[src/rtl/random_bcd_gen_pkg.sv]
// random_bcd_pkg: shared types and constants for the random BCD generator.
// Latency: n/a (types, constants and a helper function only).
// Backpressure: n/a.
// Contents: state enum, BCD_MAX, default right-shift Galois tap masks, is_bcd().
package random_bcd_pkg;

   typedef enum logic [1:0] {
      IDLE = 2'd0,
      DRAW = 2'd1,
      DONE = 2'd2
   } state_t;

   localparam logic [3:0] BCD_MAX = 4'd9;

   // Maximal-length feedback masks for a right-shifting Galois LFSR.
   localparam logic [7:0]  TAPS_8  = 8'hB8;
   localparam logic [15:0] TAPS_16 = 16'hB400;
   localparam logic [31:0] TAPS_32 = 32'h8020_0003;

   function automatic logic is_bcd(input logic [3:0] nib);
      return nib <= BCD_MAX;
   endfunction

endpackage

[src/rtl/random_bcd_gen_if.sv]
// random_bcd_gen_if: control/result bundle between the game FSM and the generator.
// Latency: n/a (wires only).
// Backpressure: none; start is a request pulse, valid is a level held until the next draw.
// master = game FSM side (drives start/seed), slave = generator side (drives results).
interface random_bcd_gen_if #(
   parameter int NDIG   = 2,
   parameter int LFSR_W = 16
);
   logic                start;
   logic                seed_load;
   logic [LFSR_W-1:0]   seed;
   logic                busy;
   logic                valid;
   logic [4*NDIG-1:0]   digits;
   logic                neg;
   logic [7:0]          fallbacks;

   modport master (
      output start, seed_load, seed,
      input  busy, valid, digits, neg, fallbacks
   );

   modport slave (
      input  start, seed_load, seed,
      output busy, valid, digits, neg, fallbacks
   );
endinterface

[src/rtl/random_bcd_gen_lfsr_galois.sv]
// lfsr_galois: right-shifting Galois LFSR with synchronous load and zero-seed guard.
// Latency: one clock per step; load and advance take effect on the next rising edge.
// Backpressure: none; load has priority over en.
// Ports: Clock, Resetn (async, active low), en (advance), load/load_val (seed), q (state).
module lfsr_galois #(
   parameter int             W    = 16,
   parameter logic [W-1:0]   TAPS = 16'hB400,
   parameter logic [W-1:0]   INIT = 16'h0001
) (
   input  logic          Clock,
   input  logic          Resetn,
   input  logic          en,
   input  logic          load,
   input  logic [W-1:0]  load_val,
   output logic [W-1:0]  q
);

   always_ff @(posedge Clock or negedge Resetn) begin
      if (!Resetn) begin
         q <= INIT;
      end else if (load) begin
         // An all-zero state would lock the LFSR, so a zero seed becomes 1.
         q <= (load_val == '0) ? W'(1) : load_val;
      end else if (en) begin
         q <= (q >> 1) ^ (q[0] ? TAPS : '0);
      end
   end

endmodule

[src/rtl/random_bcd_gen.sv]
// random_bcd_gen: N-digit random BCD number generator for the guess-the-number game.
// Latency: NDIG+1 clocks from the start edge to valid at best (NDIG+2 with the sign draw),
//          bounded by NDIG*MAX_TRIES(+1) through the per-digit fallback.
// Backpressure: none; start is ignored while busy, valid/digits hold until the next start.
// Ports: Clock, Resetn (async, active low), bus (random_bcd_gen_if.slave).
// Option: define RANDOM_BCD_SIGN_EN to draw a sign bit after the last digit.
module random_bcd_gen
   import random_bcd_pkg::*;
#(
   parameter int                 NDIG      = 2,
   parameter int                 LFSR_W    = 16,
   parameter logic [LFSR_W-1:0]  LFSR_TAPS = 16'hB400,
   parameter logic [LFSR_W-1:0]  LFSR_INIT = 16'h0001,
   parameter int                 MAX_TRIES = 32
) (
   input  logic                   Clock,
   input  logic                   Resetn,
   random_bcd_gen_if.slave        bus
);

`ifdef RANDOM_BCD_SIGN_EN
   localparam bit SIGN_EN = 1'b1;
`else
   localparam bit SIGN_EN = 1'b0;
`endif

   localparam int IDX_W = 4;
   localparam int TRY_W = $clog2(MAX_TRIES + 1);

   state_t             state, state_nxt;
   logic [IDX_W-1:0]   idx;
   logic [TRY_W-1:0]   tries;
   logic [4*NDIG-1:0]  digits_q;
   logic [7:0]         fb_q;
   logic [LFSR_W-1:0]  lfsr_q;
   logic [3:0]         nib;
   logic               launch, take, forced, sign_cyc;
   logic [3:0]         new_digit;
   logic               unused_lfsr_bits;

   lfsr_galois #(
      .W    (LFSR_W),
      .TAPS (LFSR_TAPS),
      .INIT (LFSR_INIT)
   ) u_lfsr (
      .Clock    (Clock),
      .Resetn   (Resetn),
      .en       (state == DRAW),
      .load     (bus.seed_load),
      .load_val (bus.seed),
      .q        (lfsr_q)
   );

   // Candidate is the LFSR top nibble before this cycle's advance.
   assign nib       = lfsr_q[LFSR_W-1 -: 4];
   assign new_digit = forced ? (nib & 4'h7) : nib;

   always_ff @(posedge Clock or negedge Resetn) begin
      if (!Resetn) state <= IDLE;
      else         state <= state_nxt;
   end

   always_comb begin
      state_nxt = state;
      launch    = 1'b0;
      take      = 1'b0;
      forced    = 1'b0;
      sign_cyc  = 1'b0;
      unique case (state)
         IDLE, DONE: begin
            if (bus.start) begin
               launch    = 1'b1;
               state_nxt = DRAW;
            end
         end
         DRAW: begin
            // With the sign draw, idx==NDIG marks the extra cycle after the last digit.
            if (SIGN_EN && idx == IDX_W'(NDIG)) begin
               sign_cyc  = 1'b1;
               state_nxt = DONE;
            end else begin
               if (is_bcd(nib)) begin
                  take = 1'b1;
               end else if (tries == TRY_W'(MAX_TRIES - 1)) begin
                  take   = 1'b1;
                  forced = 1'b1;
               end
               if (take && idx == IDX_W'(NDIG - 1) && !SIGN_EN)
                  state_nxt = DONE;
            end
         end
         default: state_nxt = IDLE;
      endcase
   end

   always_ff @(posedge Clock or negedge Resetn) begin
      if (!Resetn) begin
         idx      <= '0;
         tries    <= '0;
         digits_q <= '0;
         fb_q     <= '0;
      end else if (launch) begin
         idx   <= '0;
         tries <= '0;
      end else if (state == DRAW && !sign_cyc) begin
         if (take) begin
            for (int i = 0; i < NDIG; i++)
               if (idx == IDX_W'(i)) digits_q[4*i +: 4] <= new_digit;
            idx   <= idx + 1'b1;
            tries <= '0;
            if (forced && fb_q != 8'hFF) fb_q <= fb_q + 1'b1;
         end else begin
            tries <= tries + 1'b1;
         end
      end
   end

`ifdef RANDOM_BCD_SIGN_EN
   logic neg_q;
   always_ff @(posedge Clock or negedge Resetn) begin
      if (!Resetn)       neg_q <= 1'b0;
      else if (launch)   neg_q <= 1'b0;
      // A zero result is never reported as negative.
      else if (sign_cyc) neg_q <= lfsr_q[0] & (|digits_q);
   end
   assign bus.neg = neg_q;
   // Middle LFSR bits feed neither a digit nor the sign.
   assign unused_lfsr_bits = ^lfsr_q[LFSR_W-5:1];
`else
   assign bus.neg = 1'b0;
   // Only the top nibble of the LFSR feeds the digits in this build.
   assign unused_lfsr_bits = ^lfsr_q[LFSR_W-5:0];
`endif

   assign bus.busy      = (state == DRAW);
   assign bus.valid     = (state == DONE);
   assign bus.digits    = digits_q;
   assign bus.fallbacks = fb_q;

endmodule

[src/flat_wrapper.sv]
// flat-port wrapper written by rule: the top's interface ports become plain ports
module random_bcd_gen_flat import random_bcd_pkg::*;
#(
   parameter int                 NDIG      = 2,
   parameter int                 LFSR_W    = 16,
   parameter logic [LFSR_W-1:0]  LFSR_TAPS = 16'hB400,
   parameter logic [LFSR_W-1:0]  LFSR_INIT = 16'h0001,
   parameter int                 MAX_TRIES = 32
)
  (Clock, Resetn, bus_start, bus_seed_load, bus_seed, bus_busy, bus_valid, bus_digits, bus_neg, bus_fallbacks);
  random_bcd_gen_if #(.NDIG(NDIG), .LFSR_W(LFSR_W)) bus_i ();
  input  logic Clock;
  input  logic Resetn;
  input wire logic [$bits(bus_i.start)-1:0] bus_start;
  input wire logic [$bits(bus_i.seed_load)-1:0] bus_seed_load;
  input wire logic [$bits(bus_i.seed)-1:0] bus_seed;
  output wire logic [$bits(bus_i.busy)-1:0] bus_busy;
  output wire logic [$bits(bus_i.valid)-1:0] bus_valid;
  output wire logic [$bits(bus_i.digits)-1:0] bus_digits;
  output wire logic [$bits(bus_i.neg)-1:0] bus_neg;
  output wire logic [$bits(bus_i.fallbacks)-1:0] bus_fallbacks;
  assign bus_i.start = bus_start;
  assign bus_i.seed_load = bus_seed_load;
  assign bus_i.seed = bus_seed;
  assign bus_busy = bus_i.busy;
  assign bus_valid = bus_i.valid;
  assign bus_digits = bus_i.digits;
  assign bus_neg = bus_i.neg;
  assign bus_fallbacks = bus_i.fallbacks;
  random_bcd_gen #(.NDIG(NDIG), .LFSR_W(LFSR_W), .LFSR_TAPS(LFSR_TAPS), .LFSR_INIT(LFSR_INIT), .MAX_TRIES(MAX_TRIES)) u_core (.Clock(Clock), .Resetn(Resetn), .bus(bus_i));
endmodule
[config.mk]
export PLATFORM = sky130hd
export DESIGN_NAME = random_bcd_gen_flat
export DESIGN_NICKNAME = d
export VERILOG_FILES = /design/src/rtl/random_bcd_gen_pkg.sv /design/src/rtl/random_bcd_gen_if.sv /design/src/rtl/random_bcd_gen_lfsr_galois.sv /design/src/rtl/random_bcd_gen.sv /design/src/flat_wrapper.sv
export SDC_FILE = /design/constraint.sdc
export NUM_CORES = 1
export LEC_CHECK = 0
export CAP_MARGIN = 15
export CORE_UTILIZATION = 30
export DETAILED_ROUTE_END_ITERATION = 6
export PLACE_DENSITY_LB_ADDON = 0.05
export SETUP_SLACK_MARGIN = 0.02
export SLEW_MARGIN = 10
export SYNTH_ARGS = -nofsm -noshare
export SYNTH_HDL_FRONTEND = slang
export SYNTH_HIERARCHICAL = 1
export SYNTH_SLANG_ARGS = --single-unit
[constraint.sdc]
create_clock -name Clock -period 3.76 [get_ports Clock]
set_input_delay 0.564 -clock Clock [delete_from_list [all_inputs] [get_ports Clock]]
set_output_delay 0.564 -clock Clock [all_outputs]
set_load 0.03 [all_outputs]
==> results list <==
- The count of final max-slew check failures was 0.
- In this run the worst hold path is classified as primary input to async pin.
- The number of global-route vias before repair was 1573.
- 39 I/O pins were placed.
- Seq/Total Area, Yosys: 0.485
* Level count of the clock H-tree: 2
* Combinational family with the most area after synthesis: simple AND/OR/NAND/NOR gates
- Of the total synthesized cell area, the portion taken by XOR and XNOR cells is 0.0501.
* Via-to-Cell Ratio: 4.59
- Yosys warning count: 6
- In the final layout, the multi-input gates occupy 1080 um^2.
* Peak supply drop: 0.210 mV
* Number of clock sinks seen by CTS: 44
- The first global-routing pass estimated 7820 um of wire.
- After synthesis, the share of flip-flops with an asynchronous set or reset is 1.00.
- Core Footprint: 7290 um^2
* Share of cell area taken by muxes after synthesis: 0.132
- Nature of the critical path startpoint: flop
- Data on the critical path is required at its endpoint by 3200 ps.
* Routed vias: 1550
* Relative slew slack: 0.324
- Post-Synthesis Cell Area: 2270 um^2
* Total design power: 0.00189 W
* Share of post-route cells with drive strength above 1: 0.126
- Outcome: completed
- Layout area overhead: 24.0%
* Seq pwr share: 0.384
- By startpoint and endpoint, the worst setup path is classified as flop to output port.
- Initial core utilization: 0.311
- Share of total power in combinational logic: 0.451
- Across the whole layout, storage elements account for 1100 um^2.
* Post-cts repair resize count: 0
- Following the worst setup path forward leads to its endpoint at bus_busy.
* Antenna violations before repair: 0
- In this run the vertical extent of the chip is 89.0 um.
* Worst r2r src: u_core/tries[0]
- Max-cap violations in this run came to 0.
- Sw Share: 0.388
- In this run the deepest clock path goes through 2 buffers.
- Tracing the worst setup path back leads to its startpoint at u_core/state[1].
- The number of clock buffers added by TritonCTS is 5.
* GPL Wtd Cong: 0.733
- Main flop type after synthesis: sky130_fd_sc_hd__dfrtp_1
- Dividing the detail-routed wire length by the instance count gives 13.7 um.
- Dividing the final minimum period by the clock period gives 0.633.
- Total non-filler cell area in the finished layout: 2820 um^2
* Worst R2R End: u_core/bus.digits[7]
- Area of placed instances: 2700 um^2
- Worst hold margin: 146 ps
- In this run the post-CTS setup repair buffer count came out at 0.
- Fill cells in the final layout number 780.
* Hold bufs inserted after CTS: 0
- The number of nets handed over by synthesis was 225.
- TritonCTS built the clock tree.
- Number of enable-type register cells in the synthesized netlist: 0
- Entering global routing, the biggest net connects 45 pins.
- Yosys mapped the design onto 40 distinct sky130hd cell types.
- Met1 Use GR: 0.183
* Global route hottest layer: met2
- Summed over all cells, the static leakage comes to 1.26 nW.
- In this run the worst path has a maximum fanout of 6.
* Yosys top cell area share: 0.474
- Die span in x: 89.0 um
- For this design the ratio of total power to cell area is 669 nW/um^2.
* Worst-Skew Late Latency: 290 ps
- Of the total power, the clock network draws 0.165.
- For met3 alone, demand over resource in global routing was 0.0277.
- Count of port buffers added during placement: 37
- Slew at the pin with the worst max-slew slack: 1010 ps
- Synthesis produced 200 cells.
* Crit path time final: 2380 ps
- Fraction of the mapped netlist area in compound gates: 0.0920
* ANT cells: 0
- Core Util, Final: 0.386
* Post-detailed-routing wire length: 4640 um
- Top post-synthesis cells by area: sky130_fd_sc_hd__dfrtp_1 47%, sky130_fd_sc_hd__mux2i_1 7.9%, sky130_fd_sc_hd__nand2_1 3.8%
- Clk Tree Root Cell: sky130_fd_sc_hd__clkbuf_8
* Adder and majority cell fraction of the synthesized area: 0.0275
- Data on the critical path arrives at its endpoint at 1820 ps.
- Fin Clk Skew: 8.82 ps
- Avg Synthesized Cell Area: 11.4 um^2
- GRT Util Overall: 0.128
* Count of endpoints failing hold in the final timing report: 0
* Post-synthesis register bit count: 44
- At the end of the flow, the number of nets in the layout was 263.
- Of the total synthesized cell area, the portion taken by AND, OR, NAND and NOR gates is 0.173.
- RSZ-0062 raised after global routing: no
- The die covers 7920 um^2.
- The total overflow left after global routing is 0.
- Half-perimeter wire length after placement: 3200 um
* Routing usage on met2: 0.196
- The pre-antenna-repair detailed-routing pass consisted of 4 iterations.
* CP Capture Type: output port
* Depth of the most critical reg-to-reg path: 5
- The count of nets left with antenna violations once routing finished came out at 0.
- Setup violators final: 0
* Sw power: 0.000732 W
* Internal power of the cells: 0.00115 W
* Fmax: 0.420 GHz
* Clock transition time at the flip-flop clock pins of the worst setup and hold paths: 90 ps
* Residual DRC count: 0
* Reg-to-reg setup timing slack: 1750 ps
- Number of design-rule violations left by the first detailed-router iteration: 86
- Row generation in the floorplan step produced 31 rows.
- Accumulated negative setup slack: 0 ps
- Largest area contributor in the synthesized netlist: sky130_fd_sc_hd__dfrtp_1
==> state kept, by name, summed over array words and instances, names as in the netlist <==
signal and cells:
u_core/state 2, u_core/bus.fallbacks 8, u_core/tries 6, u_core/idx 4, u_core/u_lfsr/q 16, u_core/bus.digits 8
==> routing by layer <==
layer,part of all wire,up-vias
li1,-,778
met1,0.50,741
met2,0.47,31
met3,0.034,0
met4,0,0
met5,0,-
==> power groups by stage <==
stage / sequential, W / clock, W / combinational [W]
floorplan: 0.000791 / 0 / 0.000598
global placement: 0.000735 / 0 / 0.000863
detailed placement: 0.000734 / 0 / 0.000864
CTS: 0.000725 / 0.000323 / 0.000866
global route: 0.000745 / 0.000344 / 0.000938
finish: 0.000724 / 0.000311 / 0.000851
==> metrics by stage <==
step	cells	setup slack, ps
2_1_floorplan	200	1990
3_3_place_gp	329	1590
3_5_place_dp	329	1560
4_1_cts	337	1360
5_1_grt	338	1320
6_report	338	1380
==> final cells by class <==
cell class	count	area share
clock buffer	6	0.0293
clock inverter	2	0.00355
inverter	6	0.00800
multi-input combinational	142	0.384
sequential	44	0.391
tap	99	0.0440
timing repair buffer	39	0.139
==> cells by family (layout without fill, tap and decap cells) <==
logic type / count (synthesis) / in the layout
compound gates: 32 / 32
mux: 27 / 27
xor+xnor: 13 / 13
simple gates: 64 / 64
fa+ha+maj: 5 / 5
buf+inv: 14 / 53
other cells: 1 / 1
flops: 44 / 44
==> critical path, stage by stage, from the launching register on <==
cell and delay (ps):
sky130_fd_sc_hd__dfrtp_1 410, sky130_fd_sc_hd__nand2b_1 310, sky130_fd_sc_hd__inv_1 140, sky130_fd_sc_hd__clkdlybuf4s50_1 670
==> worst min-delay path by stage <==
stage / slack, ps / start / to / cells after the start
3_3_place_gp: 470 / u_core/idx[3] / u_core/idx[3] / 1
3_5_place_dp: 480 / u_core/idx[3] / u_core/idx[3] / 1
5_1_grt: 150 / Resetn / u_core/bus.digits[3] / 1
2_1_floorplan: 270 / Resetn / u_core/bus.digits[0] / 0
4_1_cts: 490 / Resetn / u_core/bus.digits[3] / 1
6_report: 150 / Resetn / u_core/bus.digits[3] / 1
==> cell usage after synthesis (2+ instances only) <==
library cell and instances:
sky130_fd_sc_hd__a21oi_1 4, sky130_fd_sc_hd__a31oi_1 2, sky130_fd_sc_hd__and3_1 3, sky130_fd_sc_hd__buf_2 2, sky130_fd_sc_hd__buf_4 2, sky130_fd_sc_hd__clkbuf_1 2
sky130_fd_sc_hd__dfrtp_1 43, sky130_fd_sc_hd__ha_1 5, sky130_fd_sc_hd__inv_1 6, sky130_fd_sc_hd__mux2_1 4, sky130_fd_sc_hd__mux2_4 5, sky130_fd_sc_hd__mux2i_1 18
sky130_fd_sc_hd__nand2_1 23, sky130_fd_sc_hd__nand2_2 2, sky130_fd_sc_hd__nand2b_1 3, sky130_fd_sc_hd__nand3_1 5, sky130_fd_sc_hd__nand3_4 2, sky130_fd_sc_hd__nand4_1 5
sky130_fd_sc_hd__nor2_1 6, sky130_fd_sc_hd__nor2b_1 4, sky130_fd_sc_hd__nor3_1 4, sky130_fd_sc_hd__nor4_2 4, sky130_fd_sc_hd__o21ai_0 8, sky130_fd_sc_hd__o21ai_1 11
sky130_fd_sc_hd__xnor2_1 8, sky130_fd_sc_hd__xor2_1 5
==> placed cells by master (no fill, tap or decap), drive strengths merged, types with 2 or more instances in the layout <==
cell type / instances
buf: 3
nand2: 25
clkdlybuf4s50: 36
dfrtp: 43
nand2b: 3
xnor2: 8
nor4: 4
ha: 5
clkinv: 2
a31oi: 2
xor2: 5
a211oi: 2
nor2b: 4
and3: 3
nor3: 4
mux2i: 18
nor2: 6
o21ai: 19
inv: 6
a21oi: 4
clkbuf: 6
nand3: 7
mux2: 9
nand4: 5
(Power assumes the default switching activity.)
